### config.mk
export PLATFORM = sky130hd
export DESIGN_NAME = rt_timer_scanner
export DESIGN_NICKNAME = d
export VERILOG_FILES = /design/src/rtl/rt_timer_scanner.sv
export SDC_FILE = /design/constraint.sdc
export NUM_CORES = 2
export LEC_CHECK = 0
export CORE_MARGIN = 2
export CORE_UTILIZATION = 68
export CTS_CLUSTER_SIZE = 20
export DETAILED_ROUTE_END_ITERATION = 16
export PLACE_DENSITY = 0.93
export RECOVER_POWER = 25
export SETUP_SLACK_MARGIN = 0.2
export SLEW_MARGIN = 0
export SYNTH_ARGS = -nofsm -noshare
export SYNTH_HDL_FRONTEND = slang
export SYNTH_SLANG_ARGS = --single-unit
export TNS_END_PERCENT = 20
### constraint.sdc
create_clock -name clk -period 30.7 [get_ports clk]
set_input_delay 6.14 -clock clk [delete_from_list [all_inputs] [get_ports clk]]
set_output_delay 6.14 -clock clk [all_outputs]
set_load 0.05 [all_outputs]
### src/rtl/rt_timer_scanner.sv
// Per-flow retransmit timer table with a background expiry scanner.
// TX arms/re-arms flows, RX disarms them, and the scanner turns each expired
// armed flow into one "set rt pending" command for the round-robin scheduler.

package tcp_misc_pkg;

  localparam int FLOWID_W = 8;

  typedef logic [FLOWID_W-1:0] flowid_t;

  // Set/clear/no-op encoding shared by all scheduler pending flags.
  typedef enum logic [1:0] {
    PEND_NOP   = 2'd0,
    PEND_SET   = 2'd1,
    PEND_CLEAR = 2'd2
  } pend_set_clear_e;

  typedef struct packed {
    flowid_t         flowid;
    pend_set_clear_e rt_pend_set_clear;
    pend_set_clear_e ack_pend_set_clear;
    pend_set_clear_e data_pend_set_clear;
  } sched_cmd_struct;

  localparam int SCHED_CMD_STRUCT_W = $bits(sched_cmd_struct);

endpackage

module rt_timer_scanner #(
  parameter int FLOWID_W = tcp_misc_pkg::FLOWID_W,
  parameter int TIMER_W  = 16,
  parameter int TICK_DIV = 1000
) (
  input  logic                                      clk,
  input  logic                                      rst_n,
  input  logic                                      new_flow_val,
  input  logic [FLOWID_W-1:0]                       new_flow_flowid,
  input  logic                                      arm_val,
  input  logic [FLOWID_W-1:0]                       arm_flowid,
  input  logic [TIMER_W-1:0]                        arm_timeout,
  output logic                                      arm_rdy,
  input  logic                                      disarm_val,
  input  logic [FLOWID_W-1:0]                       disarm_flowid,
  output logic                                      disarm_rdy,
  output logic                                      rt_sched_update_val,
  output logic [tcp_misc_pkg::SCHED_CMD_STRUCT_W-1:0] rt_sched_update_cmd,
  input  logic                                      sched_rt_update_rdy
);

  localparam int DEPTH = 1 << FLOWID_W;
  localparam int DIV_W = (TICK_DIV > 1) ? $clog2(TICK_DIV) : 1;

  typedef enum logic {
    ST_SCAN,
    ST_ISSUE
  } state_e;

  state_e              state;
  state_e              state_nxt;

  logic [DIV_W-1:0]    tick_div_cnt;
  logic [TIMER_W-1:0]  tick_now;

  logic [DEPTH-1:0]    armed;
  logic [TIMER_W-1:0]  deadline [DEPTH];

  logic [FLOWID_W-1:0] scan_ptr;
  logic [TIMER_W-1:0]  scan_delta;
  logic                scan_expired;
  logic                scan_hit;
  logic                scan_adv;
  logic                scan_clear;

  logic                wr_en;
  logic [FLOWID_W-1:0] wr_id;
  logic                wr_armed;
  logic                wr_dl_en;
  logic [TIMER_W-1:0]  wr_dl;

  tcp_misc_pkg::sched_cmd_struct cmd;

  // Free-running tick: tick_now advances once every TICK_DIV clocks.
  // NOTE: sequential state is updated with non-blocking assignments only, so
  // every flop samples pre-edge values regardless of block evaluation order.
  always_ff @(posedge clk or negedge rst_n) begin
    if (!rst_n) begin
      tick_div_cnt <= '0;
      tick_now     <= '0;
    end else if (tick_div_cnt == DIV_W'(TICK_DIV - 1)) begin
      tick_div_cnt <= '0;
      tick_now     <= tick_now + 1'b1;
    end else begin
      tick_div_cnt <= tick_div_cnt + 1'b1;
    end
  end

  // Ready handshakes: new_flow always wins, then disarm, then arm.
  assign disarm_rdy = ~new_flow_val;
  assign arm_rdy    = ~new_flow_val & ~disarm_val;

  // Select the single table write for this cycle by priority.
  // NOTE: every output of this block gets a default first, so no path leaves
  // a signal unassigned and no latch is inferred.
  always_comb begin
    wr_en    = 1'b0;
    wr_id    = '0;
    wr_armed = 1'b0;
    wr_dl_en = 1'b0;
    wr_dl    = '0;
    if (new_flow_val) begin
      wr_en    = 1'b1;
      wr_id    = new_flow_flowid;
      wr_dl_en = 1'b1;
    end else if (disarm_val) begin
      wr_en    = 1'b1;
      wr_id    = disarm_flowid;
    end else if (arm_val) begin
      wr_en    = 1'b1;
      wr_id    = arm_flowid;
      wr_armed = 1'b1;
      wr_dl_en = 1'b1;
      wr_dl    = tick_now + arm_timeout;
    end
  end

  // Armed bits: request writes, plus the scanner clearing a flow it issues.
  // The two never target the same flow because a hit suppresses the clear.
  always_ff @(posedge clk or negedge rst_n) begin
    if (!rst_n) begin
      armed <= '0;
    end else begin
      if (wr_en) armed[wr_id] <= wr_armed;
      if (scan_clear) armed[scan_ptr] <= 1'b0;
    end
  end

  // Deadline storage; only meaningful while the matching armed bit is set.
  // NOTE: this array has no reset: armed gates every read, and a resettable
  // table would cost a reset tree across every entry for no functional gain.
  always_ff @(posedge clk) begin
    if (wr_dl_en) deadline[wr_id] <= wr_dl;
  end

  // Wrap-safe expiry: the flow is due once tick_now - deadline is non-negative
  // in TIMER_W-bit two's complement.
  assign scan_delta   = tick_now - deadline[scan_ptr];
  assign scan_expired = armed[scan_ptr] & ~scan_delta[TIMER_W-1];
  assign scan_hit     = wr_en && (wr_id == scan_ptr);

  // Scanner FSM next-state: advance, or capture an expired flow for issue.
  always_comb begin
    state_nxt  = state;
    scan_adv   = 1'b0;
    scan_clear = 1'b0;
    case (state)
      ST_SCAN: begin
        if (scan_expired && !scan_hit) begin
          scan_clear = 1'b1;
          state_nxt  = ST_ISSUE;
        end else begin
          scan_adv = 1'b1;
        end
      end
      ST_ISSUE: begin
        if (sched_rt_update_rdy) begin
          scan_adv  = 1'b1;
          state_nxt = ST_SCAN;
        end
      end
      default: state_nxt = ST_SCAN;
    endcase
  end

  // FSM state and scan pointer. The pointer is frozen during ISSUE, so it
  // doubles as the latched flowid of the outstanding command.
  always_ff @(posedge clk or negedge rst_n) begin
    if (!rst_n) begin
      state    <= ST_SCAN;
      scan_ptr <= '0;
    end else begin
      state <= state_nxt;
      if (scan_adv) scan_ptr <= scan_ptr + 1'b1;
    end
  end

  // Command: only rt pending is touched; ack and data pending are left alone.
  always_comb begin
    cmd                     = '0;
    cmd.flowid              = tcp_misc_pkg::flowid_t'(scan_ptr);
    cmd.rt_pend_set_clear   = tcp_misc_pkg::PEND_SET;
    cmd.ack_pend_set_clear  = tcp_misc_pkg::PEND_NOP;
    cmd.data_pend_set_clear = tcp_misc_pkg::PEND_NOP;
  end

  assign rt_sched_update_val = (state == ST_ISSUE);
  assign rt_sched_update_cmd = cmd;

endmodule
==> impl_results.html, run 1 <==
<table>
<tr><th>Metric</th><th>Value</th></tr>
<tr><th colspan="2">Run status</th></tr>
<tr><td>Run status</td><td>did not finish</td></tr>
<tr><td>Last stage reached</td><td>5_1_grt</td></tr>
<tr><td>Log Error</td><td>[ERROR GRT-0116] Global routing finished with congestion. Check the congestion regions in the DRC Viewer.</td></tr>
<tr><th colspan="2">Clocking</th></tr>
<tr><td>Gates resized, CTS repair</td><td>0</td></tr>
<tr><td>Count of buffers added by post-CTS timing repair for setup</td><td>0</td></tr>
<tr><td>TritonCTS buffer count</td><td>about 420</td></tr>
<tr><td>Clock Root Buffer</td><td>sky130_fd_sc_hd__clkbuf_16</td></tr>
<tr><td>Clock H-tree levels</td><td>5</td></tr>
<tr><td>CTS Buffer Depth</td><td>4</td></tr>
<tr><td>Hold_buf cts</td><td>0</td></tr>
<tr><td>Clock Sinks</td><td>4,387</td></tr>
<tr><th colspan="2">Yosys</th></tr>
<tr><td>Avg Inst Size Synth</td><td>21.7 sq um</td></tr>
<tr><td>Predominant post-synthesis flop cell</td><td>sky130_fd_sc_hd__edfxtp_1</td></tr>
<tr><td>Number of flops mapped to enable cells by yosys</td><td>approximately 4,100</td></tr>
<tr><td>Top-count cell post-synth</td><td>sky130_fd_sc_hd__edfxtp_1</td></tr>
<tr><td>Post-synth top cells</td><td>sky130_fd_sc_hd__edfxtp_1 (4,096), sky130_fd_sc_hd__mux4_2 (1,303), sky130_fd_sc_hd__nor2_1 (454), sky130_fd_sc_hd__a21oi_1 (291), sky130_fd_sc_hd__dfrtp_1 (291)</td></tr>
<tr><td>Flop and latch count out of synthesis</td><td>4,387</td></tr>
<tr><td>Cell taking the most area after synthesis</td><td>sky130_fd_sc_hd__edfxtp_1</td></tr>
<tr><td>Post-Synthesis Cell Area</td><td>~0.17 sq mm</td></tr>
<tr><td>Post-synth cell types</td><td>79</td></tr>
<tr><td>Proportion of register bits with asynchronous set or reset after synthesis</td><td>0.0663</td></tr>
<tr><td>Proportion of synthesized chip area in sequential cells</td><td>0.750</td></tr>
<tr><td>Post-Syn Instances</td><td>around 8,000</td></tr>
<tr><td>Area fraction of the dominant cell type after synthesis</td><td>0.708</td></tr>
<tr><td>Warnings, synthesis</td><td>0</td></tr>
<tr><td>Top area cells in the synthesized netlist</td><td>sky130_fd_sc_hd__edfxtp_1 (71%), sky130_fd_sc_hd__mux4_2 (17%), sky130_fd_sc_hd__dfrtp_1 (4.2%)</td></tr>
<tr><th colspan="2">Global route</th></tr>
<tr><td>Overall overflow remaining after global route</td><td>between 300 and 400</td></tr>
<tr><td>Number of global-route vias before repair</td><td>119,378</td></tr>
<tr><td>Total routing usage reported by global routing</td><td>0.617</td></tr>
<tr><td>Wire length of the first global-routing pass</td><td>1,070,000 microns</td></tr>
<tr><td>Pin count of the biggest net entering global routing</td><td>about 260</td></tr>
<tr><th colspan="2">Placement</th></tr>
<tr><td>Final estimated routing congestion in global placement</td><td>~0.96</td></tr>
<tr><td>Cell area after placement</td><td>0.179 sq mm</td></tr>
<tr><td>Input/output buffers</td><td>56</td></tr>
<tr><td>Post-DP HPWL</td><td>329,000 microns</td></tr>
<tr><th colspan="2">Die</th></tr>
<tr><td>Floorplan die height</td><td>509 microns</td></tr>
<tr><td>Num ports</td><td>63</td></tr>
<tr><td>Cell Rows</td><td>185</td></tr>
<tr><td>Horizontal extent of the die</td><td>between 500 and 600 microns</td></tr>
<tr><td>Initial core utilization</td><td>0.684</td></tr>
</table>
-- logic make-up after synthesis --
kind of cell	after synthesis	synth area share
other cells	2	0.0000432
simple gates	832	0.0216
xor+xnor	48	0.00242
flops	4387	0.750
compound gates	751	0.0305
buf+inv	554	0.0164
mux	1397	0.177
fa+ha+maj	36	0.00264
-- per-stage QoR --
| step | hold slack, ps | instances | setup WS [ps] |
|---|---|---|---|
| 3_5_place_dp | 485 | 11295 | 15530 |
| 3_3_place_gp | 464 | 11293 | 15650 |
| 2_1_floorplan | 448 | 8011 | 10340 |
| 4_1_cts | 517 | 12055 | 15470 |
-- layer usage --
metal | GRT overflow | track usage
met1 | 51 | 0.642
met2 | 108 | 0.791
met3 | 56 | 0.482
met4 | 70 | 0.484
met5 | 17 | 0.270
==> run 2, diff against run 1 <==
Settings changed: CORE_UTILIZATION 68 to 40, CTS_CLUSTER_SIZE 20 to unset, PLACE_DENSITY 0.93 to unset, PLACE_DENSITY_LB_ADDON set to 0.15, SETUP_SLACK_MARGIN 0.2 to unset.
==> impl_results.html, run 2 <==
<table>
<tr><th>Metric</th><th>Value</th></tr>
<tr><th colspan="2">Run status</th></tr>
<tr><td>Run status</td><td>finished with violations</td></tr>
<tr><td>Violated checks</td><td>capacitance limit, slew limit</td></tr>
<tr><th colspan="2">Yosys</th></tr>
<tr><td>Post-synth cell types</td><td>79 (unchanged)</td></tr>
<tr><td>Warnings, synthesis</td><td>0 (unchanged)</td></tr>
<tr><td>Cell taking the most area after synthesis</td><td>sky130_fd_sc_hd__edfxtp_1</td></tr>
<tr><td>Post-synth top cells</td><td>sky130_fd_sc_hd__edfxtp_1 (4,096), sky130_fd_sc_hd__mux4_2 (1,303), sky130_fd_sc_hd__nor2_1 (454), sky130_fd_sc_hd__a21oi_1 (291), sky130_fd_sc_hd__dfrtp_1 (291)</td></tr>
<tr><td>Top-count cell post-synth</td><td>sky130_fd_sc_hd__edfxtp_1</td></tr>
<tr><td>Number of flops mapped to enable cells by yosys</td><td>4,096 (unchanged)</td></tr>
<tr><td>Flop and latch count out of synthesis</td><td>4,387 (unchanged)</td></tr>
<tr><td>Proportion of register bits with asynchronous set or reset after synthesis</td><td>0.0663 (unchanged)</td></tr>
<tr><td>Predominant post-synthesis flop cell</td><td>sky130_fd_sc_hd__edfxtp_1</td></tr>
<tr><td>Avg Inst Size Synth</td><td>21.7 sq um (unchanged)</td></tr>
<tr><td>Area fraction of the dominant cell type after synthesis</td><td>0.708 (unchanged)</td></tr>
<tr><td>Top area cells in the synthesized netlist</td><td>sky130_fd_sc_hd__edfxtp_1 (71%), sky130_fd_sc_hd__mux4_2 (17%), sky130_fd_sc_hd__dfrtp_1 (4.2%)</td></tr>
<tr><td>Proportion of synthesized chip area in sequential cells</td><td>0.750 (unchanged)</td></tr>
<tr><td>Post-Syn Instances</td><td>8,007 (unchanged)</td></tr>
<tr><td>Post-Synthesis Cell Area</td><td>0.174 sq mm (unchanged)</td></tr>
<tr><th colspan="2">Die</th></tr>
<tr><td>Horizontal extent of the die</td><td>663 microns (+30%)</td></tr>
<tr><td>Core area</td><td>0.434 sq mm</td></tr>
<tr><td>Floorplan die height</td><td>663 microns (+30%)</td></tr>
<tr><td>Die Outline Area</td><td>about 0.44 sq mm</td></tr>
<tr><td>Num ports</td><td>63 (unchanged)</td></tr>
<tr><td>Cell Rows</td><td>242 (+31%)</td></tr>
<tr><td>Initial core utilization</td><td>0.401 (-0.283)</td></tr>
<tr><th colspan="2">Clocking</th></tr>
<tr><td>Count of buffers added by post-CTS timing repair for setup</td><td>0 (unchanged)</td></tr>
<tr><td>Clock Sinks</td><td>4,387 (unchanged)</td></tr>
<tr><td>Hold_buf cts</td><td>0 (unchanged)</td></tr>
<tr><td>Worst-path clk slew</td><td>60 ps</td></tr>
<tr><td>TritonCTS buffer count</td><td>458 (+8.8%)</td></tr>
<tr><td>Clock Root Buffer</td><td>sky130_fd_sc_hd__clkbuf_16</td></tr>
<tr><td>CTS Buffer Depth</td><td>4 (unchanged)</td></tr>
<tr><td>Clock H-tree levels</td><td>5 (unchanged)</td></tr>
<tr><td>Gates resized, CTS repair</td><td>0 (unchanged)</td></tr>
<tr><td>Clock latency at the later pin of the worst-skew pair</td><td>1030 ps</td></tr>
<tr><td>CTS tree</td><td>done</td></tr>
<tr><th colspan="2">Placement</th></tr>
<tr><td>Post-placement setup slack</td><td>15,700 ps (+176 ps)</td></tr>
<tr><td>Post-DP HPWL</td><td>300,000 microns (-8.9%)</td></tr>
<tr><td>Input/output buffers</td><td>56 (unchanged)</td></tr>
<tr><td>Final estimated routing congestion in global placement</td><td>0.872 (-8.9%)</td></tr>
<tr><th colspan="2">Pwr</th></tr>
<tr><td>Combinational share of power</td><td>0.224</td></tr>
<tr><td>Clock Power Share</td><td>0.346</td></tr>
<tr><td>Switching part of the total</td><td>0.297</td></tr>
<tr><td>Overall power consumption</td><td>15.5 mW</td></tr>
<tr><td>PwrDens</td><td>78.7 mW/mm^2</td></tr>
<tr><td>Worst ir drop on vdd</td><td>roughly 67 uV</td></tr>
<tr><td>Sequential Power Share</td><td>0.430</td></tr>
<tr><td>Net switching power of the design</td><td>4.60 mW</td></tr>
<tr><td>Leakage component of the power</td><td>52.7 nW</td></tr>
<tr><td>Cell internal power dissipation</td><td>10.9 mW</td></tr>
<tr><th colspan="2">STA</th></tr>
<tr><td>Max-slew violation count</td><td>1,974</td></tr>
<tr><td>Total of endpoints with negative setup slack in the final report</td><td>0</td></tr>
<tr><td>RSZ-0062 raised after global routing</td><td>false</td></tr>
<tr><td>Clock tree skew after final layout</td><td>81.6 ps</td></tr>
<tr><td>Time the final worst path needs with I/O delays and setup</td><td>18,010 ps</td></tr>
<tr><td>Slew of the pin with the lowest slew margin</td><td>9140 ps</td></tr>
<tr><td>Fin. Hold Viols</td><td>0</td></tr>
<tr><td>Achievable Freq</td><td>about 56 MHz</td></tr>
<tr><td>Setup ws final</td><td>roughly 13,000 ps</td></tr>
<tr><td>Remaining max-slew budget at the tightest pin</td><td>-5.09</td></tr>
<tr><td>Final clock period utilization by the worst path</td><td>0.587</td></tr>
<tr><td>Sum of negative setup slack</td><td>0 ps</td></tr>
<tr><th colspan="2">Global route</th></tr>
<tr><td>Wire length of the first global-routing pass</td><td>709,000 microns</td></tr>
<tr><td>Pin count of the biggest net entering global routing</td><td>220</td></tr>
<tr><td>Overall overflow remaining after global route</td><td>0</td></tr>
<tr><td>Number of global-route vias before repair</td><td>88,075</td></tr>
<tr><td>Total routing usage reported by global routing</td><td>0.229</td></tr>
<tr><td>Number of antenna violations at the first check in global routing</td><td>38</td></tr>
<tr><th colspan="2">Route</th></tr>
<tr><td>Drt via density</td><td>5.98</td></tr>
<tr><td>Average wire length per cell after detail routing</td><td>35.2 microns</td></tr>
<tr><td>Detailed-routing iteration count for the pre-antenna-repair pass</td><td>6</td></tr>
<tr><td>Final routed wirelength across all metal layers</td><td>~510,000 microns</td></tr>
<tr><td>Overall via count from detail_route</td><td>86,854</td></tr>
<tr><td>Final antenna-violating net count</td><td>0</td></tr>
<tr><td>Violation count after the first detailed-routing iteration</td><td>11,575</td></tr>
<tr><td>DRC violations left</td><td>0</td></tr>
<tr><th colspan="2">Setup path</th></tr>
<tr><td>Register-to-register setup slack</td><td>19,140 ps</td></tr>
<tr><td>R2R Path Start</td><td>scan_ptr[0]</td></tr>
<tr><td>Class of the most critical setup path</td><td>in -&gt; reg</td></tr>
<tr><td>Setup crit start kind</td><td>input pin</td></tr>
<tr><td>Worst path required time</td><td>30,180 ps</td></tr>
<tr><td>Reg-to-reg critical path endpoint</td><td>armed[127]</td></tr>
<tr><td>Crit end category</td><td>flop</td></tr>
<tr><td>Count of cells along the worst register-to-register path</td><td>24</td></tr>
<tr><td>Arrival time reported for the critical path endpoint</td><td>17,490 ps</td></tr>
<tr><td>CP max FO</td><td>207</td></tr>
<tr><th colspan="2">Finish</th></tr>
<tr><td>Largest registers</td><td>deadline x4096, armed x256, tick_now x16</td></tr>
<tr><td>Largest register FFs</td><td>between 4,000 and 5,000</td></tr>
<tr><td>Most common cell after layout, fill and taps aside</td><td>sky130_fd_sc_hd__edfxtp_1</td></tr>
<tr><td>Area growth syn-to-layout</td><td>13.3%</td></tr>
<tr><td>Commonest cells after routing, fill and taps aside</td><td>sky130_fd_sc_hd__edfxtp_1 (4,096), sky130_fd_sc_hd__mux4_2 (1,303), sky130_fd_sc_hd__clkbuf_16 (465), sky130_fd_sc_hd__a21oi_1 (291), sky130_fd_sc_hd__dfrtp_1 (283)</td></tr>
<tr><td>Final #Nets</td><td>8,466</td></tr>
<tr><td>Finished Core Util</td><td>0.454</td></tr>
<tr><td>Register containing the most flip-flops in the final layout</td><td>deadline</td></tr>
<tr><td>Fraction of layout cells with a size suffix above 1</td><td>0.296</td></tr>
<tr><th colspan="2">Min path</th></tr>
<tr><td>Hold depth</td><td>1</td></tr>
<tr><td>Min-delay worst type</td><td>reg -&gt; reg</td></tr>
<tr><td>Source of the worst hold timing path</td><td>tick_div_cnt[0]</td></tr>
<tr><td>WHS Endpoint</td><td>tick_div_cnt[0]</td></tr>
<tr><th colspan="2">Run</th></tr>
<tr><td>Number of max-cap violations</td><td>49</td></tr>
</table>
run 2: cell counts after synthesis:
Identical to the previous run, type by type.
run 2: critical path, cell delays in order:
cell                            delay, ps
sky130_fd_sc_hd__dlygate4sd3_1        720
sky130_fd_sc_hd__or2_0                840
sky130_fd_sc_hd__inv_1                320
sky130_fd_sc_hd__clkbuf_1             930
sky130_fd_sc_hd__and3_1              1930
sky130_fd_sc_hd__clkbuf_1            5970
run 2: power by group through the flow:
stage,clock network [mW],registers [mW],logic (mW)
floorplan,0,6.75,2.26
global placement,0,6.77,3.48
detailed placement,0,6.78,3.50
CTS,5.46,6.65,3.51
global route,5.70,6.66,3.61
finish,5.36,6.66,3.46
run 2: how the worst max path moves through the flow:
stage / start / end / slack (ps) / cells past startpoint
floorplan: arm_timeout[0] / deadline[0][12] / 10340 / 11
global placement: disarm_val / arm_rdy / 15760 / 5
detailed placement: disarm_val / arm_rdy / 15700 / 5
CTS: disarm_val / arm_rdy / 15690 / 5
global route: disarm_val / deadline[180][0] / 12150 / 6
finish: disarm_val / deadline[189][0] / 12690 / 6
run 2: routing by layer:
metal,part of all wire,GRT usage
met1,0.41,0.325
met2,0.47,0.358
met3,0.079,0.0436
met4,0.039,0.0794
met5,0.000063,0
run 2: cells by family (layout without fill, tap and decap cells):
kind of cell,count (synthesis),in the layout,synth area share
other,2,23,0.0000432
adders and majority gates,36,36,0.00264
muxes,1397,1397,0.177
xor gates and xnor gates,48,48,0.00242
buffers and inverters,554,1313,0.0164
AOI/OAI and AO/OA,751,751,0.0305
and+or+nand+nor,832,832,0.0216
DFF,4387,4387,0.750
run 2: metrics by stage:
stage / area, sq um / hold WS, ps / instances
floorplan: 174000 / 448 / 8011
CTS: 197000 / 481 / 14502
detailed placement: 183000 / 473 / 13656
finish: 197000 / 474 / 14521
global route: 197000 / 492 / 14507
global placement: 183000 / 461 / 13655
run 2: final cells by class:
| cell class | count | area, sq um |
|---|---|---|
| timing repair buffer | 440 | 3300 |
| sequential | 4387 | 130000 |
| inverter | 27 | 110 |
| antenna | 17 | 42.5 |
| clock buffer | 600 | 12200 |
| clock inverter | 246 | 2110 |
| tap | 5734 | 7170 |
| fill | 36280 | 237000 |
| multi-input combinational | 3070 | 41600 |
Note: power is estimated with default switching activity, not from simulation.
